<file path="src/rtl/m_mem_arb_pkg.sv">
`default_nettype none
// ------------------------------------------------------------------
// m_mem_arb_pkg : FSM/owner encodings and sizing helper for m_mem_arb
// Rev 1.0
// ------------------------------------------------------------------
package m_mem_arb_pkg;

   typedef enum logic {
      S_IDLE = 1'b0,
      S_BUSY = 1'b1
   } state_t;

   typedef enum logic {
      OWN_IF = 1'b0,
      OWN_DM = 1'b1
   } owner_t;

   // Bits needed to hold the values 0..max_val.
   function automatic int cnt_width(input int max_val);
      return (max_val < 2) ? 1 : $clog2(max_val + 1);
   endfunction

endpackage
`default_nettype wire

</file>
<file path="src/rtl/m_mem_arb.sv">
`default_nettype none
// ------------------------------------------------------------------
// m_mem_arb : single-port memory arbiter, DM priority with IF starvation guard
// Rev 1.0
// ------------------------------------------------------------------
module m_mem_arb
   import m_mem_arb_pkg::*;
#(
   parameter int ADDR_W = 32,
   parameter int DATA_W = 32,
   parameter int LAT    = 2,
   parameter int STARVE = 4
) (
   input  logic                w_clk,
   input  logic                w_rst,
   input  logic                w_if_req,
   input  logic [ADDR_W-1:0]   w_if_addr,
   output logic                r_if_ack,
   output logic [DATA_W-1:0]   r_if_rdata,
   input  logic                w_dm_req,
   input  logic                w_dm_we,
   input  logic [ADDR_W-1:0]   w_dm_addr,
   input  logic [DATA_W-1:0]   w_dm_wdata,
   input  logic [DATA_W/8-1:0] w_dm_be,
   output logic                r_dm_ack,
   output logic [DATA_W-1:0]   r_dm_rdata,
   output logic                w_stall_if,
   output logic                w_stall_dm,
   output logic                r_mem_req,
   output logic                r_mem_we,
   output logic [ADDR_W-1:0]   r_mem_addr,
   output logic [DATA_W-1:0]   r_mem_wdata,
   output logic [DATA_W/8-1:0] r_mem_be,
   input  logic [DATA_W-1:0]   w_mem_rdata
);

   localparam int c_lat_w = cnt_width(LAT);
   localparam int c_stv_w = cnt_width(STARVE);
   localparam logic [c_lat_w-1:0] c_lat    = c_lat_w'(LAT);
   localparam logic [c_stv_w-1:0] c_starve = c_stv_w'(STARVE);

   state_t               r_state,      w_state_nxt;
   owner_t               r_owner,      w_owner_nxt;
   logic [c_lat_w-1:0]   r_lat_cnt,    w_lat_cnt_nxt;
   logic [c_stv_w-1:0]   r_starve_cnt, w_starve_cnt_nxt;
   logic                 w_if_ack_nxt, w_dm_ack_nxt, w_mem_req_nxt, w_mem_we_nxt;
   logic [DATA_W-1:0]    w_if_rdata_nxt, w_dm_rdata_nxt, w_mem_wdata_nxt;
   logic [ADDR_W-1:0]    w_mem_addr_nxt;
   logic [DATA_W/8-1:0]  w_mem_be_nxt;
   logic                 w_grant_dm, w_grant_if;

   // The stall terms double as the effective requests: a port being acked
   // this cycle still holds req high but must not be granted again.
   assign w_stall_if = w_if_req & ~r_if_ack;
   assign w_stall_dm = w_dm_req & ~r_dm_ack;

   assign w_grant_dm = w_stall_dm & (~w_stall_if | (r_starve_cnt < c_starve));
   assign w_grant_if = ~w_grant_dm & w_stall_if;

   always_comb begin
      w_state_nxt      = r_state;
      w_owner_nxt      = r_owner;
      w_lat_cnt_nxt    = r_lat_cnt;
      w_starve_cnt_nxt = r_starve_cnt;
      w_if_ack_nxt     = 1'b0;
      w_dm_ack_nxt     = 1'b0;
      w_mem_req_nxt    = 1'b0;
      w_mem_we_nxt     = r_mem_we;
      w_mem_addr_nxt   = r_mem_addr;
      w_mem_wdata_nxt  = r_mem_wdata;
      w_mem_be_nxt     = r_mem_be;
      w_if_rdata_nxt   = r_if_rdata;
      w_dm_rdata_nxt   = r_dm_rdata;

      case (r_state)
         S_IDLE: begin
            if (w_grant_dm) begin
               w_state_nxt     = S_BUSY;
               w_owner_nxt     = OWN_DM;
               w_lat_cnt_nxt   = c_lat_w'(1);
               w_mem_req_nxt   = 1'b1;
               w_mem_we_nxt    = w_dm_we;
               w_mem_addr_nxt  = w_dm_addr;
               w_mem_wdata_nxt = w_dm_wdata;
               w_mem_be_nxt    = w_dm_be;
               if (!w_stall_if)
                  w_starve_cnt_nxt = '0;
               else if (r_starve_cnt < c_starve)
                  w_starve_cnt_nxt = r_starve_cnt + 1'b1;
            end else if (w_grant_if) begin
               w_state_nxt      = S_BUSY;
               w_owner_nxt      = OWN_IF;
               w_lat_cnt_nxt    = c_lat_w'(1);
               w_mem_req_nxt    = 1'b1;
               w_mem_we_nxt     = 1'b0;
               w_mem_addr_nxt   = w_if_addr;
               w_mem_be_nxt     = '0;
               w_starve_cnt_nxt = '0;
            end
         end
         S_BUSY: begin
            // The strobe cycle itself does not advance the count, so the
            // capture lands exactly LAT cycles after the strobe.
            if (!r_mem_req) begin
               if (r_lat_cnt < c_lat) begin
                  w_lat_cnt_nxt = r_lat_cnt + 1'b1;
               end else begin
                  w_state_nxt   = S_IDLE;
                  w_lat_cnt_nxt = '0;
                  if (r_owner == OWN_IF) begin
                     w_if_ack_nxt   = 1'b1;
                     w_if_rdata_nxt = w_mem_rdata;
                  end else begin
                     w_dm_ack_nxt = 1'b1;
                     if (!r_mem_we)
                        w_dm_rdata_nxt = w_mem_rdata;
                  end
               end
            end
         end
         default: w_state_nxt = S_IDLE;
      endcase
   end

   always_ff @(posedge w_clk) begin
      if (w_rst) begin
         r_state      <= S_IDLE;
         r_owner      <= OWN_IF;
         r_lat_cnt    <= '0;
         r_starve_cnt <= '0;
         r_if_ack     <= 1'b0;
         r_dm_ack     <= 1'b0;
         r_if_rdata   <= '0;
         r_dm_rdata   <= '0;
         r_mem_req    <= 1'b0;
         r_mem_we     <= 1'b0;
         r_mem_addr   <= '0;
         r_mem_wdata  <= '0;
         r_mem_be     <= '0;
      end else begin
         r_state      <= w_state_nxt;
         r_owner      <= w_owner_nxt;
         r_lat_cnt    <= w_lat_cnt_nxt;
         r_starve_cnt <= w_starve_cnt_nxt;
         r_if_ack     <= w_if_ack_nxt;
         r_dm_ack     <= w_dm_ack_nxt;
         r_if_rdata   <= w_if_rdata_nxt;
         r_dm_rdata   <= w_dm_rdata_nxt;
         r_mem_req    <= w_mem_req_nxt;
         r_mem_we     <= w_mem_we_nxt;
         r_mem_addr   <= w_mem_addr_nxt;
         r_mem_wdata  <= w_mem_wdata_nxt;
         r_mem_be     <= w_mem_be_nxt;
      end
   end

endmodule
`default_nettype wire
</file>
<file path="config.mk">
export PLATFORM = sky130hd
export DESIGN_NAME = m_mem_arb
export DESIGN_NICKNAME = d
export VERILOG_FILES = /design/src/rtl/m_mem_arb_pkg.sv /design/src/rtl/m_mem_arb.sv
export SDC_FILE = /design/constraint.sdc
export NUM_CORES = 1
export LEC_CHECK = 0
export ABC_AREA = 0
export CAP_MARGIN = 25
export CORE_UTILIZATION = 25
export CTS_CLUSTER_SIZE = 16
export DETAILED_ROUTE_END_ITERATION = 8
export GPL_ROUTABILITY_DRIVEN = 0
export PLACE_DENSITY = 0.64
export RECOVER_POWER = 25
export SYNTH_ARGS = -nofsm -noshare
export SYNTH_HDL_FRONTEND = slang
export SYNTH_SLANG_ARGS = --single-unit
</file>
<file path="constraint.sdc">
create_clock -name w_clk -period 2.1 [get_ports w_clk]
set_clock_uncertainty 0.15 [all_clocks]
set_input_delay 0.42 -clock w_clk [delete_from_list [all_inputs] [get_ports w_clk]]
set_output_delay 0.42 -clock w_clk [all_outputs]
set_load 0.03 [all_outputs]
</file>
# ---- Word level (Yosys, flattened, before mapping)
# Index checks and enable logic that the tools add are counted.
dict set report totals {
  input_bits 137
  elab_cells 66
  ff_bits 143
  out_inout_bits 138
}
dict set report op_classes {
  order_cmp 2
  eq_ne 3
  n_bitwise 14
  n_mux 23
  add_sub_neg 2
  reduce_logical 9
}
# operator count
set ops {}
lappend ops {{$mux W32} 2}
lappend ops {{$mux W3} 4}
lappend ops {{$mux W1} 9}
lappend ops {{$not A1 Y1} 9}
lappend ops {{$mux W2} 4}
lappend ops {{$mux W4} 2}
lappend ops {{$reduce_and A2 Y1} 3}
lappend ops {{$reduce_and A5 Y1} 1}
lappend ops {{$and A1 B1 Y1} 4}
lappend ops {{$pmux W2 S2} 1}
lappend ops {{$reduce_and A4 Y1} 1}
lappend ops {{$reduce_or A4 Y1} 1}
lappend ops {{$add A3 B1 Y3 const B} 1}
lappend ops {{$lt A3 B3 Y1 const B} 1}
lappend ops {{$ne A3 B2 Y1 const B} 1}
lappend ops {{$ne A3 B3 Y1 const B} 1}
lappend ops {{$reduce_and A3 Y1} 1}
lappend ops {{$add A2 B1 Y2 const B} 1}
lappend ops {{$lt A2 B2 Y1 const B} 1}
lappend ops {{$ne A2 B2 Y1 const B} 1}
lappend ops {{$pmux W1 S2} 1}
lappend ops {{$reduce_bool A2 Y1} 1}
lappend ops {{$reduce_or A2 Y1} 1}
lappend ops {{$or A1 B1 Y1} 1}

# ---- Longest topological paths before layout
dict set report depth {
  word_depth 10
  depth_mapped 7
  depth_no_buf 5
}

# ---- Least setup slack after synthesis
# Ideal clock, no wire load.
dict set report synth_timing {
  path_type {register to register}
  startpoint {reg r_dm_ack}
  endpoint {reg r_mem_addr[0]}
  arrival_time_ns 1.601
  stages_incl_launch_ff 7
  path_slack_ns 0.263
  path_cell_list {dfxtp_1 > nand2b_1 > inv_1 > nand2b_1 > clkbuf_1 > nand2_1 > a211oi_1}
}
dict set report synth_via {
  elab_chain_cells 7
}
# item line
set synth_rtl {}
lappend synth_rtl {{from (decl)} m_mem_arb.sv:25} ;# output logic r_dm_ack,
lappend synth_rtl {{from (signal assigned)} m_mem_arb.sv:146} ;# r_dm_ack <= w_dm_ack_nxt;
lappend synth_rtl {{$not A1 Y1 *} m_mem_arb.sv:55} ;# assign w_stall_dm = w_dm_req & ~r_dm_ack;
lappend synth_rtl {{$and A1 B1 Y1 *} m_mem_arb.sv:55}
lappend synth_rtl {{net w_stall_dm} m_mem_arb.sv:28} ;# output logic w_stall_dm,
lappend synth_rtl {{$and A1 B1 Y1 *} m_mem_arb.sv:57} ;# assign w_grant_dm = w_stall_dm & (~w_stall_if | (r_starve_cnt < c_starve));
lappend synth_rtl {{$not A1 Y1} m_mem_arb.sv:58} ;# assign w_grant_if = ~w_grant_dm & w_stall_if;
lappend synth_rtl {{$and A1 B1 Y1} m_mem_arb.sv:58}
lappend synth_rtl {{$reduce_bool A2 Y1 (no source line)} --}
lappend synth_rtl {{$reduce_and A2 Y1 (no source line)} --}
lappend synth_rtl {{to (signal assigned)} m_mem_arb.sv:151} ;# r_mem_addr <= w_mem_addr_nxt;
lappend synth_rtl {{to (decl)} m_mem_arb.sv:31} ;# output logic [ADDR_W-1:0] r_mem_addr,
# The timed path passes the listed nets; every way through them passes the cells marked *.
# A chain may end at the register's enable or synchronous reset.

# ---- Worst setup path in the final report
dict set report layout_timing {
  startpoint {reg r_dm_rdata[20]}
  endpoint {out r_dm_rdata[20]}
}
# item line
set layout_lines {}
lappend layout_lines {{from (decl)} m_mem_arb.sv:26} ;# output logic [DATA_W-1:0] r_dm_rdata,
lappend layout_lines {{from (signal assigned)} m_mem_arb.sv:148} ;# r_dm_rdata <= w_dm_rdata_nxt;
# No word-level cell between the ends.

==> out/metrics.cfg <==
[clock_tree]
clock_latency_ps=410
cts_setup_buffers=0
h-tree-depth=4
cts-root-buf=clkbuf_16
cts-buffers-inserted=17
cts_tree=done
clock_sinks=143
path_clk_slew_ps=60
clock_path_buffers=2

[worst_setup_path]
rrSetupSlack_ps=210
cp.depth=1
r2r_cells=6
path_cells=clkdlybuf4s50_1
crit_type=reg -> out
cp-startpoint=r_dm_rdata[20]
path_buf_inv=1
crit_slowest_cell=clkdlybuf4s50_1
critPathLaunchType=flip-flop
cpPeakStageDelay_ps=720
critPathMaxFanout=2
reg2reg_from=r_state
required_ps=1530
r2r_end=r_if_rdata[9]
endpoint=r_dm_rdata[20]
worstPathArrival_ps=1460
critPathTopFamily=buffers and inverters
end_kind=output pin

[layout]
nNetsFinal=1057
area_delta_synth_final_pct=71.4
drive_gt1_share_pct=5.37
stdcell_count=1201
final_core_util_pct=44.0
antennaDiodeCount=0

[timing]
slew_viol_final=0
rsz0062_at_grt=false
setup_viol=0
fmaxAchievable_mhz=492
hold_viol=0
relSlewSlack_pct=63.9
min_period_ps=2030
fin_hold_ws_ps=302
tightest_slew_ps=542
final.setup.worst_slack_ps=68.3
fin_crit_sh_pct=96.7

[yosys]
synth_cell_types=21
ys_warn_count=0
synthesis.nets=801
ys_seq_area_share_pct=55.0
synth_cells=663
synth_seq_cells=143
netlist_area_um2=5210
syn_area_per_cell_um2=7.85

[die]
start_util_pct=25.7
placementRows=52
chipHeight_um=146
die-area_um2=21400
core_um2=20300
die-width_um=146
io_pins=275

[global_route]
track_usage_pct=16.3
grt-ovfl-total=0
grt_max_degree=97
grt_pass1_vias=5212
grt_pass1_wl_um=27600
antenna_found_initial=0

[route]
drc=0
postRouteAntennaNets=0
drtIter0Drc=212
firstDrtPassIters=4
wire_per_inst_um=14.5
vias=5406
via_per_inst=4.50
routed_wl_um=17400

[placement]
place_hpwl_um=11600
placed_cells=1170
port_buffers=274
dp_slack_ps=-72.1

[status]
status=finished, final reports clean

[power]
power.total_uw=7410
leakage_uw=0.00319
ir_worst_vdd_uv=478
p_per_area_nw_per_um2=830

[min_path]
min_path_type=reg -> reg

[job]
max-cap-violations=0

==> power by group <==
| part | total (uW) | internal (uW) | switching [uW] | leakage (uW) |
|---|---|---|---|---|
| Clock | 3330 | 2170 | 1170 | 0.000313 |
| Sequential | 2910 | 2840 | 69.0 | 0.00117 |
| Combinational | 1170 | 557 | 609 | 0.00171 |
| Total | 7410 | 5560 | 1850 | 0.00319 |
==> placed cells by master (no fill, tap or decap), types with 4 or more instances in the layout <==
cell	n
clkdlybuf4s50_1	267
nand2_1	227
dfxtp_1	143
a21oi_1	133
nor2_1	44
a211oi_1	32
clkbuf_16	17
buf_12	8
a22oi_1	6
clkbuf_1	6
bufinv_16	5
buf_4	5
nand2b_1	4
==> logic make-up after synthesis <==
kind of cell / Yosys count / synth area share (%)
buf+inv: 56 / 4.32
flops: 143 / 55.0
simple gates: 287 / 21.6
fa+ha+maj: 1 / 0.240
compound gates: 176 / 18.9
==> Yosys cell counts <==
| cell type | instances | area [um2] |
|---|---|---|
| dfxtp_1 | 143 | 2860 |
| or4_1 | 1 | 7.51 |
| a32oi_1 | 1 | 8.76 |
| a21o_1 | 1 | 7.51 |
| a21oi_1 | 134 | 671 |
| nand2_1 | 227 | 852 |
| clkbuf_1 | 41 | 154 |
| o21ai_0 | 1 | 5.00 |
| inv_1 | 3 | 11.3 |
| or3_1 | 3 | 18.8 |
| buf_2 | 12 | 60.1 |
| nand2b_1 | 4 | 25.0 |
| nor2_1 | 45 | 169 |
| a211oi_1 | 32 | 240 |
| nor3b_1 | 1 | 7.51 |
| ha_1 | 1 | 12.5 |
| and3b_1 | 1 | 8.76 |
| nor3_2 | 2 | 20.0 |
| a31oi_1 | 1 | 6.26 |
| nor3_1 | 3 | 15.0 |
| a22oi_1 | 6 | 45.0 |
==> what timing repair did <==
| action | in CTS | in global routing |
|---|---|---|
| hold buffers | 0 | 0 |
| gates resized for setup | 2 | 2 |
| setup endpoints to repair | 2 | 2 |
| endpoints found under the hold margin | 0 | 0 |
==> worst min path at each step <==
| stage | start | end | slack (ps) | cells past startpoint |
|---|---|---|---|---|
| after floorplan | r_starve_cnt[2] | r_starve_cnt[2] | 290 | 2 |
| after global placement | r_mem_wdata[16] | r_mem_wdata[16] | 290 | 2 |
| after detailed placement | r_if_rdata[28] | r_if_rdata[28] | 300 | 2 |
| after CTS | r_if_rdata[28] | r_if_rdata[28] | 300 | 2 |
| after global routing | r_dm_rdata[12] | r_dm_rdata[12] | 320 | 2 |
| final | r_dm_rdata[12] | r_dm_rdata[12] | 300 | 2 |
==> metal layers <==
layer | GRT usage, % | wire [um] | vias to the layer above | share of wire, %
met3 | 5.59 | 1290 | 19 | 7.4
met4 | 5.63 | 240 | 0 | 1.4
met5 | 0 | 0 | - | 0
li1 | - | - | 2699 | -
met2 | 26.3 | 8080 | 180 | 46
met1 | 20.3 | 7810 | 2508 | 45
==> metrics by stage <==
stage	TNS (ps)	area, um2
CTS	0	8990
finish	0	8920
floorplan	0	5210
global placement	-1010	8350
global route	0	8920
detailed placement	-1960	8350
==> final cells by class <==
| class | count | area (um2) |
|---|---|---|
| flip-flops and latches | 143 | 2860 |
| fillers | 2061 | 11400 |
| well taps | 270 | 338 |
| multi-input cells | 464 | 2140 |
| clock buffers | 21 | 460 |
| repair buffers | 290 | 2930 |
| inverters | 3 | 11.3 |
| clock inverters | 10 | 185 |
==> flip-flops by register name (all words and copies together) (netlist names) <==
signal	flops
r_owner	1
r_dm_ack	1
r_if_ack	1
r_state	1
r_mem_addr	32
r_mem_req	1
r_mem_we	1
r_if_rdata	32
r_lat_cnt	2
r_mem_wdata	32
r_mem_be	4
r_starve_cnt	3
r_dm_rdata	32
No activity file was read; power rests on OpenSTA's default activity.
